===== src/rtl/dct_rle_encoder.sv =====
// Run-length sequencer for MPEG-2 intra AC coefficients: counts zero runs, drives the
// (run, |level|) VLC lookup and emits right-aligned VLC+sign, 24-bit escape or EOB tokens.
module dct_rle_encoder #(
  parameter int unsigned CoeffW = 12
) (
  input  logic                     clk_i,
  input  logic                     rst_ni,
  input  logic                     coeff_valid_i,
  output logic                     coeff_ready_o,
  input  logic signed [CoeffW-1:0] coeff_i,
  input  logic                     coeff_last_i,
  output logic [5:0]               vlc_run_o,
  output logic [15:0]              vlc_level_o,
  input  logic [15:0]              vlc_code_i,
  input  logic [3:0]               vlc_len_i,
  input  logic                     vlc_escape_i,
  output logic                     out_valid_o,
  input  logic                     out_ready_i,
  output logic [23:0]              out_bits_o,
  output logic [4:0]               out_len_o,
  output logic                     block_done_o
);

  localparam logic [23:0] EobBits = 24'h000006;
  localparam logic [4:0]  EobLen  = 5'd4;

  typedef enum logic [1:0] {StScan, StLookup, StEmit, StEob} state_e;

  state_e        state_q, state_d;
  logic [5:0]    run_q, run_d;
  logic [5:0]    vlc_run_q, vlc_run_d;
  logic [15:0]   vlc_level_q, vlc_level_d;
  logic          sign_q, sign_d;
  logic          last_q, last_d;
  logic [11:0]   esc_lvl_q, esc_lvl_d;
  logic [23:0]   bits_q, bits_d;
  logic [4:0]    len_q, len_d;
  logic          done_q, done_d;

  logic               accept, out_fire, coeff_nz;
  logic signed [31:0] coeff_ext;
  logic [15:0]        abs_val;
  logic [11:0]        lvl12;
  logic [4:0]         vlc_l;
  logic [23:0]        vlc_bits, esc_bits;

  // State register
  always_ff @(posedge clk_i or negedge rst_ni) begin
    if (!rst_ni) begin
      state_q <= StScan;
    end else begin
      state_q <= state_d;
    end
  end

  // Next-state logic
  always_comb begin
    state_d = state_q;
    unique case (state_q)
      StScan: begin
        if (coeff_valid_i) begin
          if (coeff_i != '0)     state_d = StLookup;
          else if (coeff_last_i) state_d = StEob;
        end
      end
      StLookup: state_d = StEmit;
      StEmit:   if (out_ready_i) state_d = last_q ? StEob : StScan;
      StEob:    if (out_ready_i) state_d = StScan;
      default:  state_d = StScan;
    endcase
  end

  // FSM outputs
  always_comb begin
    coeff_ready_o = (state_q == StScan);
    out_valid_o   = (state_q == StEmit) || (state_q == StEob);
  end

  assign accept   = coeff_ready_o && coeff_valid_i;
  assign out_fire = out_valid_o && out_ready_i;
  assign coeff_nz = (coeff_i != '0);

  // Escape carries a 12-bit signed level clamped to +/-2047; lookup sees the raw magnitude
  always_comb begin
    coeff_ext = 32'(coeff_i);
    abs_val   = coeff_ext[31] ? 16'(-coeff_ext) : 16'(coeff_ext);
    if (coeff_ext > 32'sd2047)       lvl12 = 12'h7ff;
    else if (coeff_ext < -32'sd2047) lvl12 = 12'h801;
    else                             lvl12 = coeff_ext[11:0];
  end

  always_comb begin
    vlc_l    = (vlc_len_i == 4'd0) ? 5'd16 : {1'b0, vlc_len_i};
    vlc_bits = '0;
    vlc_bits[0] = sign_q;
    for (int i = 0; i < 16; i++) begin
      vlc_bits[i+1] = vlc_code_i[i] & (5'(i) < vlc_l);
    end
    esc_bits = {6'b000001, vlc_run_q, esc_lvl_q};
  end

  always_comb begin
    run_d       = run_q;
    vlc_run_d   = vlc_run_q;
    vlc_level_d = vlc_level_q;
    sign_d      = sign_q;
    last_d      = last_q;
    esc_lvl_d   = esc_lvl_q;
    bits_d      = bits_q;
    len_d       = len_q;
    done_d      = (state_q == StEob) && out_ready_i;

    if (accept) begin
      if (coeff_nz) begin
        vlc_run_d   = run_q;
        vlc_level_d = abs_val;
        sign_d      = coeff_ext[31];
        last_d      = coeff_last_i;
        esc_lvl_d   = lvl12;
      end else begin
        if (run_q != 6'd63) run_d = run_q + 6'd1;
        if (coeff_last_i) begin
          bits_d = EobBits;
          len_d  = EobLen;
        end
      end
    end

    if (state_q == StLookup) begin
      bits_d = vlc_escape_i ? esc_bits : vlc_bits;
      len_d  = vlc_escape_i ? 5'd24 : vlc_l + 5'd1;
    end

    if (out_fire) begin
      run_d = '0;
      if ((state_q == StEmit) && last_q) begin
        bits_d = EobBits;
        len_d  = EobLen;
      end
    end
  end

  always_ff @(posedge clk_i or negedge rst_ni) begin
    if (!rst_ni) begin
      run_q       <= '0;
      vlc_run_q   <= '0;
      vlc_level_q <= '0;
      sign_q      <= 1'b0;
      last_q      <= 1'b0;
      esc_lvl_q   <= '0;
      bits_q      <= '0;
      len_q       <= '0;
      done_q      <= 1'b0;
    end else begin
      run_q       <= run_d;
      vlc_run_q   <= vlc_run_d;
      vlc_level_q <= vlc_level_d;
      sign_q      <= sign_d;
      last_q      <= last_d;
      esc_lvl_q   <= esc_lvl_d;
      bits_q      <= bits_d;
      len_q       <= len_d;
      done_q      <= done_d;
    end
  end

  assign vlc_run_o    = vlc_run_q;
  assign vlc_level_o  = vlc_level_q;
  assign out_bits_o   = bits_q;
  assign out_len_o    = len_q;
  assign block_done_o = done_q;

endmodule


===== config.mk =====
export PLATFORM = sky130hd
export DESIGN_NAME = dct_rle_encoder
export DESIGN_NICKNAME = d
export VERILOG_FILES = /design/src/rtl/dct_rle_encoder.sv
export SDC_FILE = /design/constraint.sdc
export NUM_CORES = 1
export LEC_CHECK = 0
export BUFFER_PORTS_ARGS = -buffer_cell sky130_fd_sc_hd__buf_2
export CAP_MARGIN = 20
export CORE_UTILIZATION = 45
export DETAILED_ROUTE_END_ITERATION = 8
export PLACE_DENSITY = 0.69
export SETUP_SLACK_MARGIN = 0.1
export SYNTH_ARGS = -nofsm -noshare
export SYNTH_HDL_FRONTEND = slang
export SYNTH_SLANG_ARGS = --single-unit
export TNS_END_PERCENT = 100

===== constraint.sdc =====
create_clock -name clk_i -period 2.2 [get_ports clk_i]
set_input_delay 0.11 -clock clk_i [delete_from_list [all_inputs] [get_ports clk_i]]
set_output_delay 0.11 -clock clk_i [all_outputs]
set_load 0.05 [all_outputs]

# Word-level counts from Yosys, hierarchy flattened
# Cells that the tools add are included.
word_totals:
  memories: 0
  ram_bits: 0
  register_bits: 74
  romBits: 0
  latch_bits: 0
  in_bits: 38
op_classes:
  shift: 0
  n_mux: 29
  magnitude_cmp: 18
  div: 0
  multipliers: 0
  n_eq_ne: 9
  bitwise: 16
  reduce_logical: 13
  add_sub_neg: 3
ops:
  columns: ["op", "count"]
  rows:
  - ["$mux W24", 6]
  - ["$lt A4 B5 Y1 const A", 8]
  - ["$mux W5", 8]
  - ["$mux W12", 2]
  - ["$mux W6", 4]
  - ["$lt A3 B5 Y1 const A", 4]
  - ["$mux W19", 1]
  - ["$and A1 B1 Y1", 16]
  - ["$mux W16", 1]
  - ["$neg A12 Y16", 1]
  - ["$gt A12 B12 Y1 const B", 1]
  - ["$lt A12 B12 Y1 const B", 1]
  - ["$mux W2", 6]
  - ["$reduce_bool A12 Y1", 1]
  - ["$lt A1 B5 Y1 const A", 2]
  - ["$lt A2 B5 Y1 const A", 2]
  - ["$ne A2 B2 Y1 const B", 4]
  - ["$pmux W2 S4", 1]
  - ["$add A6 B1 Y6 const B", 1]
  - ["$ne A6 B6 Y1 const B", 1]
  - ["$add A5 B1 Y5 const B", 1]
  - ["$eq A2 B2 Y1 const B", 2]
  - ["$logic_and A1 B1 Y1", 4]
  - ["$logic_not A4 Y1", 1]
  - ["other kinds (8)", 9]

# Longest topological paths before layout
# Gate-level depths: netlist (run 1).
logic_depth:
  ltp_word: 8
  depth_mapped: 9

# Worst setup path before layout (run 1)
# OpenSTA, ideal clock, no wires.
synth_timing:
  path_type: "input -> register"
  startpoint: "input port coeff_i[0]"
  endpoint: "register bits_q[10], in the netlist out_bits_o[10]"
  t_required_ns: 2.079
  setup_ns: 0.121
  path_stages: 8
  n_path_buf: 2
  arrival_time_ns: 1.805
  slack_ns: 0.274
  path_cell_list: "inv_1 > ha_1 > or3b_2 > clkbuf_1 > nor3_4 > a311oi_4 > buf_6 > a22o_1"
synth_via:
  elab_chain_cells: 6
synth_lines:
  columns: ["element", "line", "source"]
  rows:
  - ["from (decl)", "10", "input logic signed [CoeffW-1:0] coeff_i,"]
  - ["$reduce_bool A12 Y1 (*)", "81", "assign coeff_nz = (coeff_i != '0);"]
  - ["$mux W24 (*)", "114", "if (coeff_nz) begin"]
  - ["$mux W24 (*)", "113", "if (accept) begin"]
  - ["$mux W24 (*)", "129", "if (state_q == StLookup) begin"]
  - ["$mux W24", "136", "if ((state_q == StEmit) && last_q) begin"]
  - ["$mux W24 (*)", "134", "if (out_fire) begin"]
  - ["net bits_d[10]", "36", "logic [23:0] bits_q, bits_d;"]
  - ["to (signal assigned)", "161", "bits_q <= bits_d;"]
  - ["to (decl)", "36", null]
# Mark *: on every way through the listed nets, which the timed path passes. The rest lies on a longest branch.
# A chain may end at the register's enable or synchronous reset.

# Worst setup path after layout (run 1)
layout_timing:
  startpoint: "register state_q[0]"
  endpoint: "register vlc_run_q[1], in the netlist vlc_run_o[1]"
layout_via:
  elab_chain_cells: 3
layout_lines:
  columns: ["element", "line", "source"]
  rows:
  - ["from (decl)", "29", "state_e state_q, state_d;"]
  - ["from (signal assigned)", "50", "state_q <= StScan;"]
  - ["from (signal assigned)", "52", "state_q <= state_d;"]
  - ["$logic_not A2 Y1", "75", "coeff_ready_o = (state_q == StScan);"]
  - ["$logic_and A1 B1 Y1", "79", "assign accept = coeff_ready_o && coeff_valid_i;"]
  - ["$reduce_and A2 Y1 (no line)", null, null]
  - ["to (signal assigned)", "156", "vlc_run_q <= vlc_run_d;"]
  - ["to (decl)", "31", "logic [5:0] vlc_run_q, vlc_run_d;"]
# No other way between the ends.

==> impl_results.md, run 1 <==
* Number of synthesized flops with an enable pin at 0
* Finished Layout Cells at 574
* Cell count after synthesis at 375
* Vias in the first global route at 3010
* Per-cell routed wire length at 15.1 um
* Most common cell after layout, fill and taps aside: buf_2
* Setup TNS at 0 ns
* Starting Density at 47.0%
* Core Rows at 32
* Crit Path Class: register to register
* Critical Path End Type: register
* Power per cell area at 1230 nW/um^2
* Vias per cell at roughly 5.4
* Max Cap Viol at 0
* Resized cells post-CTS at 0
* Ratio of cells with drive above 1 in the final layout at a little over a quarter
* Setup Slack @ Placement at 0.129 ns
* Top post-synthesis cells by area: dfrtp_1, nand2_1, a22o_1
* Clock Pin Slew Worst Setup and Hold Paths at 0.07 ns
* Die Span X at 92.3 um
* Critical Path Source Type: register
* Worst slew pin tran at 0.931 ns
* Multi-input gate area at 1660 um^2
* Die Area at 8510 um^2
* Hold Vio Cnt, Final at 0
* Post-synth top area cell: dfrtp_1
* Antenna violations before repair at 0
* Period Utilization, post-route at between 80% and 90%
* Number of nets in the layout at 511
* 1st-pass router iterations at 5
* Fmax achieved at 532 MHz
* Cts bufs inserted at 9
* Unrepaired setup endpoints after global routing: false
* Ys async rst share at 100%
* Setup slack after layout at 0.321 ns
* LEAKAGE at 2.27 nW
* Worst EP required at 2.48 ns
* GPL Wtd Cong at 0.887
* # clock sinks at 74
* Final WL at 8650 um
* Final Util at between 50% and 60%
* Reg2reg start: state_q[0]
* Clock Tree Root: clkbuf_8
* Area growth syn-to-layout at 21.4%
* Max FO, Critical Path at 7
* CP arrival at 2.16 ns
* Syn_nets at 419
* Seq/Total Area, Yosys at 50.5%
* Port bufs at 91
* GRT Total Usage at between 20 and 25%
* Leading cell types in the layout, fill and taps excluded: buf_2, nand2_1, dfrtp_1
* Die height at 92.3 um
* First-pass GRT wire length at between 10000 and 15000 um
* Syn_area_per_cell at 9.78 um^2
* Max-slew violation count at 0
* Residual DRC at 0
* Largest net degree at the start of global routing at 75
* HP Start: coeff_last_i
* Core ar. at about 8000 um^2
* First DRT Iteration DRCs at 116
* Most used DFF post-synth: dfrtp_1
* Status: complete, no violations
* Yosys top cell area share at 50.5%
* Number of library cell types mapped by synthesis at 55
* Post-DP HPWL at between 6000 and 7000 um
* Endpoints failing setup at 0
* Worst IR drop on VDD at 602 uV
* Via count at about 3100
* FF/Latch Area at between 1500 and 2000 um^2
* Worst-case clock buffer depth at 2
* Antenna-violating nets left at 0
* Slew margin rel. at 38.0%
* Clk_skew at 0.00779 ns
* Yosys reg bits at 74
* Placed cells at approximately 560
* Filler Cells Inserted at 728
* Final min period at 1.88 ns
* Synthesized area at 3670 um^2
* Worst min-delay path category: input pin to register
* Synthesis Warnings at 0
* ANT cells at 0
* Crit path from: state_q[0]
* Top-level port count at 92
* Worst-skew pair later-pin latency at 0.35 ns
* H-tree depth at 3
* Total grt overflow at 0
* CTS tree: built
-- per-layer routing --
metal / vias up / GRT usage, % / routed length (um)
met5: - / 0 / 0
met4: 0 / 8.59 / 127
met3: 11 / 4.06 / 426
met2: 93 / 33.8 / 4050
met1: 1514 / 29.9 / 4050
li1: 1510 / - / -
-- cells in the mapped netlist (4+ instances only) --
cell      instances
a22o_1           16
or3_1             4
inv_1            11
buf_6             4
and3_1            4
and2_1           13
xnor2_1           5
clkbuf_1         13
ha_1              6
nand2_1          77
o21ai_1          12
nand3b_1          9
dfrtp_1          74
o21ai_0          28
o31ai_1           6
nor2_1           11
a21oi_1          15
xor2_1            5
-- final timing paths --
check                            endpoint  slack, ns  cells past startpoint
max in group asynchronous  out_bits_o[12]       1.16                      2
min                                last_q       0.05                      3
min reg2reg                  esc_lvl_q[6]       0.47                      2
min in group asynchronous  vlc_level_o[5]       0.43                      2
max reg2reg                  vlc_run_o[1]       0.32                      5
max                          vlc_run_o[1]       0.32                      5
-- what timing repair did --
item                      4_1_cts  5_1_grt
hold endpoints to repair       74        0
hold buffers                    1        0
buffers inserted                0        0
-- registers in the layout (all words and copies together) (netlist names), 2 cells and up --
signal,count
esc_lvl_q,12
out_bits_o,24
out_len_o,5
run_q,6
state_q,2
vlc_level_o,16
vlc_run_o,6
-- where the power goes --
group          switching [W]  internal (W)
Combinational        0.00173      0.000683
Sequential          0.000234       0.00176
Clock               0.000512      0.000556
-- through the flow --
stage / hold WS, ns / instance area [um^2] / power (W)
final: 0.0528 / 4450 / 0.00547
after floorplan: -0.186 / 3670 / 0.00380
after global routing: 0.0669 / 4450 / 0.00578
after CTS: 0.0359 / 4450 / 0.00552
after global placement: 0.302 / 4240 / 0.00441
after detailed placement: 0.307 / 4240 / 0.00445
-- critical path, cell delays in order (launching register included) --
cell	delay, ns
dfrtp_1	0.46
or3b_2	0.55
a31oi_1	0.44
buf_4	0.25
nand2_1	0.06
nand2_1	0.06
-- area by class of cell --
cell class | count | share of cell area, %
clock buffer | 12 | 3.26
clock inverter | 4 | 1.15
inverter | 12 | 1.01
multi-input combinational | 268 | 37.3
sequential | 74 | 41.6
tap | 102 | 2.87
timing repair buffer | 102 | 12.8
-- kinds of logic (layout without fill, tap and decap cells) --
group	after synthesis	after routing	synth area share (%)
mux	3	3	0.819
simple gates	149	149	21.5
fa+ha+maj	6	6	2.05
flops	74	74	50.5
compound gates	100	100	18.3
xor+xnor	10	10	2.39
buf+inv	33	130	4.40
Power figures use the tool's default switching activity.
==> inputs of run 2 (changes only) <==
==> constraint.sdc (replaced) <==
create_clock -name clk_i -period 1.97 [get_ports clk_i]
set_input_delay 0.0985 -clock clk_i [delete_from_list [all_inputs] [get_ports clk_i]]
set_output_delay 0.0985 -clock clk_i [all_outputs]
set_load 0.05 [all_outputs]
==> run 2 against run 1 <==
Combinational power up 12%. Non-clock buffer count is 15 higher. Cell count grew 2.6%. Clock-buffer cell count stayed put. Critical path depth shrank 1. Via count is 0.67% higher. Routed wire length is 3.0% higher. Worst hold slack got worse by 0.015 ns. Register-to-register slack got worse by 0.11 ns. Sequential power up 13%. Clock power grew 55%. Highest routed layer unchanged.
==> impl_results.md, run 2 (synthesized netlist as in run 1, its figures left out) <==
* Status: complete, no violations
* Combinational share of power at 41.0% (-3.0 points)
* Clock power share at 25.1% (+5.6 points)
* Final Util at 59.8% (+2.8 points)
* ANT cells at 0 (unchanged)
* Crit Path Class: register to register
* # clock sinks at 74 (unchanged)
* Period Utilization, post-route at 89.2% (+3.8 points)
* R2r setup slk at 0.21 ns (-0.11 ns)
* CP arrival at 1.99 ns (-0.17 ns)
* Core ar. at 7810 um^2 (unchanged)
* Worst EP required at 2.21 ns (-0.27 ns)
* Vias in the first global route at 3143 (+4.4%)
* 1st-pass router iterations at 4 (-1)
* Sequential share of power at 33.9% (-2.5 points)
* Max FO, Critical Path at 10 (+3)
* Cell Int Power at 0.00382 W (+27%)
* Slew margin rel. at 42.6% (+4.6 points)
* Largest register FFs at 24 (unchanged)
* Die height at 92.3 um (unchanged)
* Setup Slack @ Placement at -0.0515 ns (-0.180 ns)
* Reg2reg end: run_q[2]
* Largest net degree at the start of global routing at 34 (-55%)
* Total grt overflow at 0 (unchanged)
* Reg2reg start: state_q[1]
* Die Span X at 92.3 um (unchanged)
* Worst path cell trace: or3b_4 -> nor4_4 -> and4_1 -> nor3_1
* Final min period at 1.76 ns (-0.123 ns)
* Sink of the worst hold path: out_bits_o[1]
* HP Start: vlc_code_i[0]
* CP max stage cell: dfrtp_2
* LEAKAGE at 2.39 nW (+5.3%)
* GRT Total Usage at 22.3% (+0.67 points)
* Starting Density at 47.0% (unchanged)
* Vias per cell at 5.35 (-1.9%)
* Leading cell types in the layout, fill and taps excluded: buf_2, nand2_1, dfrtp_1
* Via count at 3149 (+0.67%)
* Switch share at 42.1% (-3.1 points)
* Clock Tree Root: clkbuf_8
* H-tree depth at 3 (unchanged)
* Final WL at 8920 um (+3.0%)
* Cts bufs inserted at 9 (unchanged)
* First-pass GRT wire length at 14900 um (+2.2%)
* Switching Power at 0.00278 W (+13%)
* Ratio of cells with drive above 1 in the final layout at 29.8% (+2.9 points)
* Critical Path Source Type: register
* Critical Path End Type: register
* Clk_skew at 0.00840 ns (+0.000613 ns)
* Die Area at 8510 um^2 (unchanged)
* Unrepaired setup endpoints after global routing: false
* Clock Pin Slew Worst Setup and Hold Paths at 0.08 ns (about the same)
* CTS tree: built
* Endpoints failing setup at 0 (unchanged)
* Port bufs at 91 (unchanged)
* Setup slack after layout at 0.213 ns (-0.107 ns)
* CP max stage delay at 0.48 ns (-0.07 ns)
* Antenna-violating nets left at 0 (unchanged)
* Most common cell after layout, fill and taps aside: buf_2
* Fmax achieved at 569 MHz (+7.0%)
* Core Rows at 32 (unchanged)
* First DRT Iteration DRCs at 122 (+5.2%)
* Top-level port count at 92 (unchanged)
* Post CTS Setup Buffer Count at 0 (unchanged)
* Max Cap Viol at 0 (unchanged)
* Power per cell area at 1410 nW/um^2 (+15%)
* Hold Path Cell Cnt at 3 (unchanged)
* Antenna violations before repair at 0 (unchanged)
* Hold Vio Cnt, Final at 0 (unchanged)
* Post-DP HPWL at 6440 um (+5.2%)
* Number of nets in the layout at 526 (+2.9%)
* Area growth syn-to-layout at 27.3%
* Worst-skew pair later-pin latency at 0.36 ns (about the same)
* Worst min-delay path category: input pin to register
* Worst IR drop on VDD at 677 uV (+12%)
* GPL Wtd Cong at 0.860 (-3.1%)
* Per-cell routed wire length at 15.1 um (+0.42%)
* Max-slew violation count at 0 (unchanged)
* Worst slew pin tran at 0.860 ns (-0.0712 ns)
* Residual DRC at 0 (unchanged)
* Worst-case clock buffer depth at 2 (unchanged)
* Hold Slack at 0.0377 ns (-0.0151 ns)
* Reg2reg path depth at 4 (-1)
## run 2: cell types whose count changed in the layout (fill, tap and decap cells not counted), sizes merged
cell,delta
buf,+15
clkinvlp,-1
clkinv,-2
bufinv,+3
## run 2: power by group through the flow
stage | combinational (W) | clock [W] | sequential [W]
final | 0.00271 | 0.00166 | 0.00224
after global routing | 0.00291 | 0.00174 | 0.00229
after CTS | 0.00272 | 0.00168 | 0.00224
after detailed placement | 0.00272 | 0 | 0.00227
after global placement | 0.00268 | 0 | 0.00225
after floorplan | 0.00107 | 0 | 0.00317
## run 2: critical path: cells and delay by family (launching register included)
| kind | cells | cell delay [ns] |
|---|---|---|
| flops | 1 | 0.48 |
| simple gates | 4 | 1.16 |
## run 2: how the worst max path moves through the flow
stage	slack [ns]	cells past startpoint	to	startpoint
global placement	0.06	8	run_q[4]	coeff_i[0]
finish	0.21	4	run_q[2]	state_q[1]
global route	0.12	7	out_len_o[4]	vlc_len_i[0]
floorplan	0.11	8	out_bits_o[10]	coeff_i[0]
detailed placement	-0.05	7	out_len_o[4]	vlc_len_i[0]
CTS	0.18	4	run_q[2]	state_q[1]
## run 2: cell type report
type	count	area (um^2)
multi-input combinational	268	1660
inverter	12	45.0
timing repair buffer	117	693
tap	102	128
clock buffer	12	165
sequential	74	1850
clock inverter	4	120
fill	704	3140
## run 2: through the flow
step / total power (W) / std cells / area (um^2) / TNS (ns)
floorplan: 0.00424 / 375 / 3670 / 0
global placement: 0.00493 / 572 / 4370 / 0
detailed placement: 0.00498 / 572 / 4370 / -0.0515
CTS: 0.00664 / 589 / 4660 / 0
global route: 0.00695 / 589 / 4670 / 0
finish: 0.00660 / 589 / 4670 / 0
## run 2: layer usage
metal | routed length, um | share of wire, % | global-route usage (%)
met5 | 0 | 0 | 0
met4 | 138 | 1.5 | 8.85
met1 | 4240 | 48 | 30.2
met3 | 401 | 4.5 | 4.81
met2 | 4140 | 46 | 35.0
## run 2: repair_timing
action / 4_1_cts / 5_1_grt
resized for setup: 0 / 2
setup endpoints to repair: 0 / 2
endpoints found under the hold margin: 31 / 0
hold buffers: 1 / 0
==> inputs of run 3 (changes only) <==
--- a/config.mk
+++ b/config.mk
@@ -9,7 +9,7 @@
 export CAP_MARGIN = 20
 export CORE_UTILIZATION = 45
 export DETAILED_ROUTE_END_ITERATION = 8
-export PLACE_DENSITY = 0.69
+export PLACE_DENSITY = 0.73
 export SETUP_SLACK_MARGIN = 0.1
 export SYNTH_ARGS = -nofsm -noshare
 export SYNTH_HDL_FRONTEND = slang
==> run 3 against run 2 <==
Global-route usage is 0.44 points higher. Worst hold slack better by 0.014 ns. Total power is 8.1% lower. First-iteration DRC count is 45% higher. Sequential power hardly changed. Largest cell class unchanged. Design area is 2.2% lower. Die area stayed put. Maximum frequency hardly changed. Utilization is 1.3 points lower. Sequential cell count stayed put. Setup slack better by 0.00090 ns. Highest routed layer unchanged. Via count is 0.92% lower.
==> impl_results.md, run 3 (synthesized netlist as in run 1, its figures left out) <==
* Largest net degree at the start of global routing at 46 (+35%)
* Buf/Inv on CP at 0 (unchanged)
* ANT cells at 0 (unchanged)
* Clock Tree Root: clkbuf_8
* Antenna-violating nets left at 0 (unchanged)
* Die height at 92.3 um (unchanged)
* Die Span X at 92.3 um (unchanged)
* Setup TNS at 0 ns (unchanged)
* # clock sinks at 74 (unchanged)
* Ratio of cells with drive above 1 in the final layout at 28.7% (-1.1 points)
* Vias in the first global route at 3158 (+0.48%)
* Post CTS Setup Buffer Count at 0 (unchanged)
* Worst-skew pair later-pin latency at 0.34 ns (-0.02 ns)
* Period Utilization, post-route at 89.1% (about the same)
* Post-DP HPWL at 6490 um (+0.70%)
* Final WL at 8790 um (-1.4%)
* Starting Density at 47.0% (unchanged)
* Filler Cells Inserted at 719 (+2.1%)
* Clk_skew at 0.00451 ns (-0.00389 ns)
* CP max stage cell: or3b_4
* Per-cell routed wire length at 15.0 um (-0.92%)
* Endpoints failing setup at 0 (unchanged)
* Core Rows at 32 (unchanged)
* Largest register FFs at 24 (unchanged)
* Max FO, Critical Path at 6 (-4)
* CP max stage delay at 0.47 ns (about the same)
* Total grt overflow at 0 (unchanged)
* Number of nets in the layout at 523 (-0.57%)
* Cts bufs inserted at 9 (unchanged)
* Sink of the worst hold path: esc_lvl_q[0]
* Top-level port count at 92 (unchanged)
* Setup Slack @ Placement at 0.0358 ns (+0.0873 ns)
* Worst path cell trace: or3b_4 -> nor4_4 -> and4_1 -> nor3_1
* Most common cell after layout, fill and taps aside: buf_2
* Antenna violations before repair at 0 (unchanged)
* Reg2reg path depth at 4 (unchanged)
* Clock Pin Slew Worst Setup and Hold Paths at 0.07 ns (about the same)
* Setup slack after layout at 0.214 ns (+0.000898 ns)
* Port bufs at 91 (unchanged)
* Core ar. at 7810 um^2 (unchanged)
* Crit Path Class: register to register
* Worst-case clock buffer depth at 2 (unchanged)
* R2r setup slk at 0.21 ns (about the same)
* First-pass GRT wire length at 15100 um (+1.8%)
* Unrepaired setup endpoints after global routing: false
* Via count at 3120 (-0.92%)
* Final min period at 1.76 ns (-0.000898 ns)
* HP Start: coeff_i[0]
* Leading cell types in the layout, fill and taps excluded: buf_2, nand2_1, dfrtp_1
* Worst EP required at 2.19 ns (-0.02 ns)
* Vias per cell at 5.32 (-0.41%)
* CP arrival at 1.98 ns (about the same)
* H-tree depth at 3 (unchanged)
* Max-slew violation count at 0 (unchanged)
* Worst slew pin tran at 0.910 ns (+0.0504 ns)
* First DRT Iteration DRCs at 177 (+45%)
* Area growth syn-to-layout at 24.6%
* Power per cell area at 1330 nW/um^2 (-6.0%)
* Worst IR drop on VDD at 703 uV (+3.8%)
* Slew margin rel. at 39.2% (-3.4 points)
* Reg2reg end: run_q[2]
* Max Cap Viol at 0 (unchanged)
* Status: complete, no violations
* Residual DRC at 0 (unchanged)
* Die Area at 8510 um^2 (unchanged)
* Hold Path Cell Cnt at 3 (unchanged)
* LEAKAGE at 2.34 nW (-2.0%)
* Critical Path End Type: register
* 1st-pass router iterations at 4 (unchanged)
* Reg2reg start: state_q[1]
* GPL Wtd Cong at 0.891 (+3.7%)
* CTS tree: built
* Critical Path Source Type: register
* Hold Vio Cnt, Final at 0 (unchanged)
* Worst min-delay path category: input pin to register
* Hold Slack at 0.0513 ns (+0.0136 ns)
* Largest delay contributor family on the critical path: simple AND/OR/NAND/NOR gates
* GRT Total Usage at 22.8% (+0.44 points)
* Fmax achieved at 570 MHz (about the same)
-- run 3: changes by cell type in the layout (fill, tap and decap cells not counted) --
cell | previous run | this run
dfrtp_1 | 73 | 74
dfrtp_2 | 1 | 0
buf_4 | 23 | 18
bufinv_16 | 4 | 0
buf_12 | 3 | 5
clkinv_2 | 0 | 2
clkbuf_1 | 0 | 2
-- run 3: tightest hold or removal path, stage by stage --
cell,delay [ns]
buf_2,0.11
o21ai_0,0.09
nand2_1,0.07
-- run 3: where the power goes --
group | total [W] | internal (W) | leakage (nW) | switching, W
registers | 0.00223 | 0.00197 | 0.972 | 0.000264
clock network | 0.00109 | 0.000558 | 0.0965 | 0.000533
logic | 0.00275 | 0.000812 | 1.27 | 0.00194
-- run 3: routing by layer --
layer	vias to the layer above	track usage (%)	wire (um)
li1	1531	-	-
met1	1486	30.4	4020
met2	92	36.2	4180
met3	11	4.81	419
met4	0	8.98	167
met5	-	0	0
-- run 3: final cells by class --
type                    instances  area (um^2)  share of cell area (%)
clock inverters                 2         10.0                   0.219
inverters                      12         45.0                   0.986
well taps                     102          128                    2.79
flip-flops and latches         74         1850                    40.5
multi-input cells             268         1660                    36.4
repair buffers                114          696                    15.2
clock buffers                  14          173                    3.78
-- run 3: worst max-delay path by stage --
stage	from	slack [ns]	end	cells after the start
floorplan	coeff_i[0]	0.11	out_bits_o[10]	8
global route	state_q[1]	0.10	run_q[4]	4
CTS	state_q[1]	0.23	run_q[2]	4
finish	state_q[1]	0.21	run_q[2]	4
detailed placement	coeff_i[0]	0.04	run_q[4]	8
global placement	coeff_i[0]	0.1	run_q[4]	8
-- run 3: what timing repair did --
action,in CTS,in global routing
endpoints found under the hold margin,44,0
gates resized for setup,0,1
hold buffers,1,0
setup endpoints to repair,0,1
-- run 3: stage by stage --
step	cell area, um^2	util [%]	instances	power (W)
3_5_place_dp	4370	56.0	569	0.00503
5_1_grt	4570	58.5	586	0.00646
3_3_place_gp	4370	56.0	569	0.00497
2_1_floorplan	3670	-	375	0.00424
4_1_cts	4560	58.5	586	0.00614
6_report	4570	58.5	586	0.00607
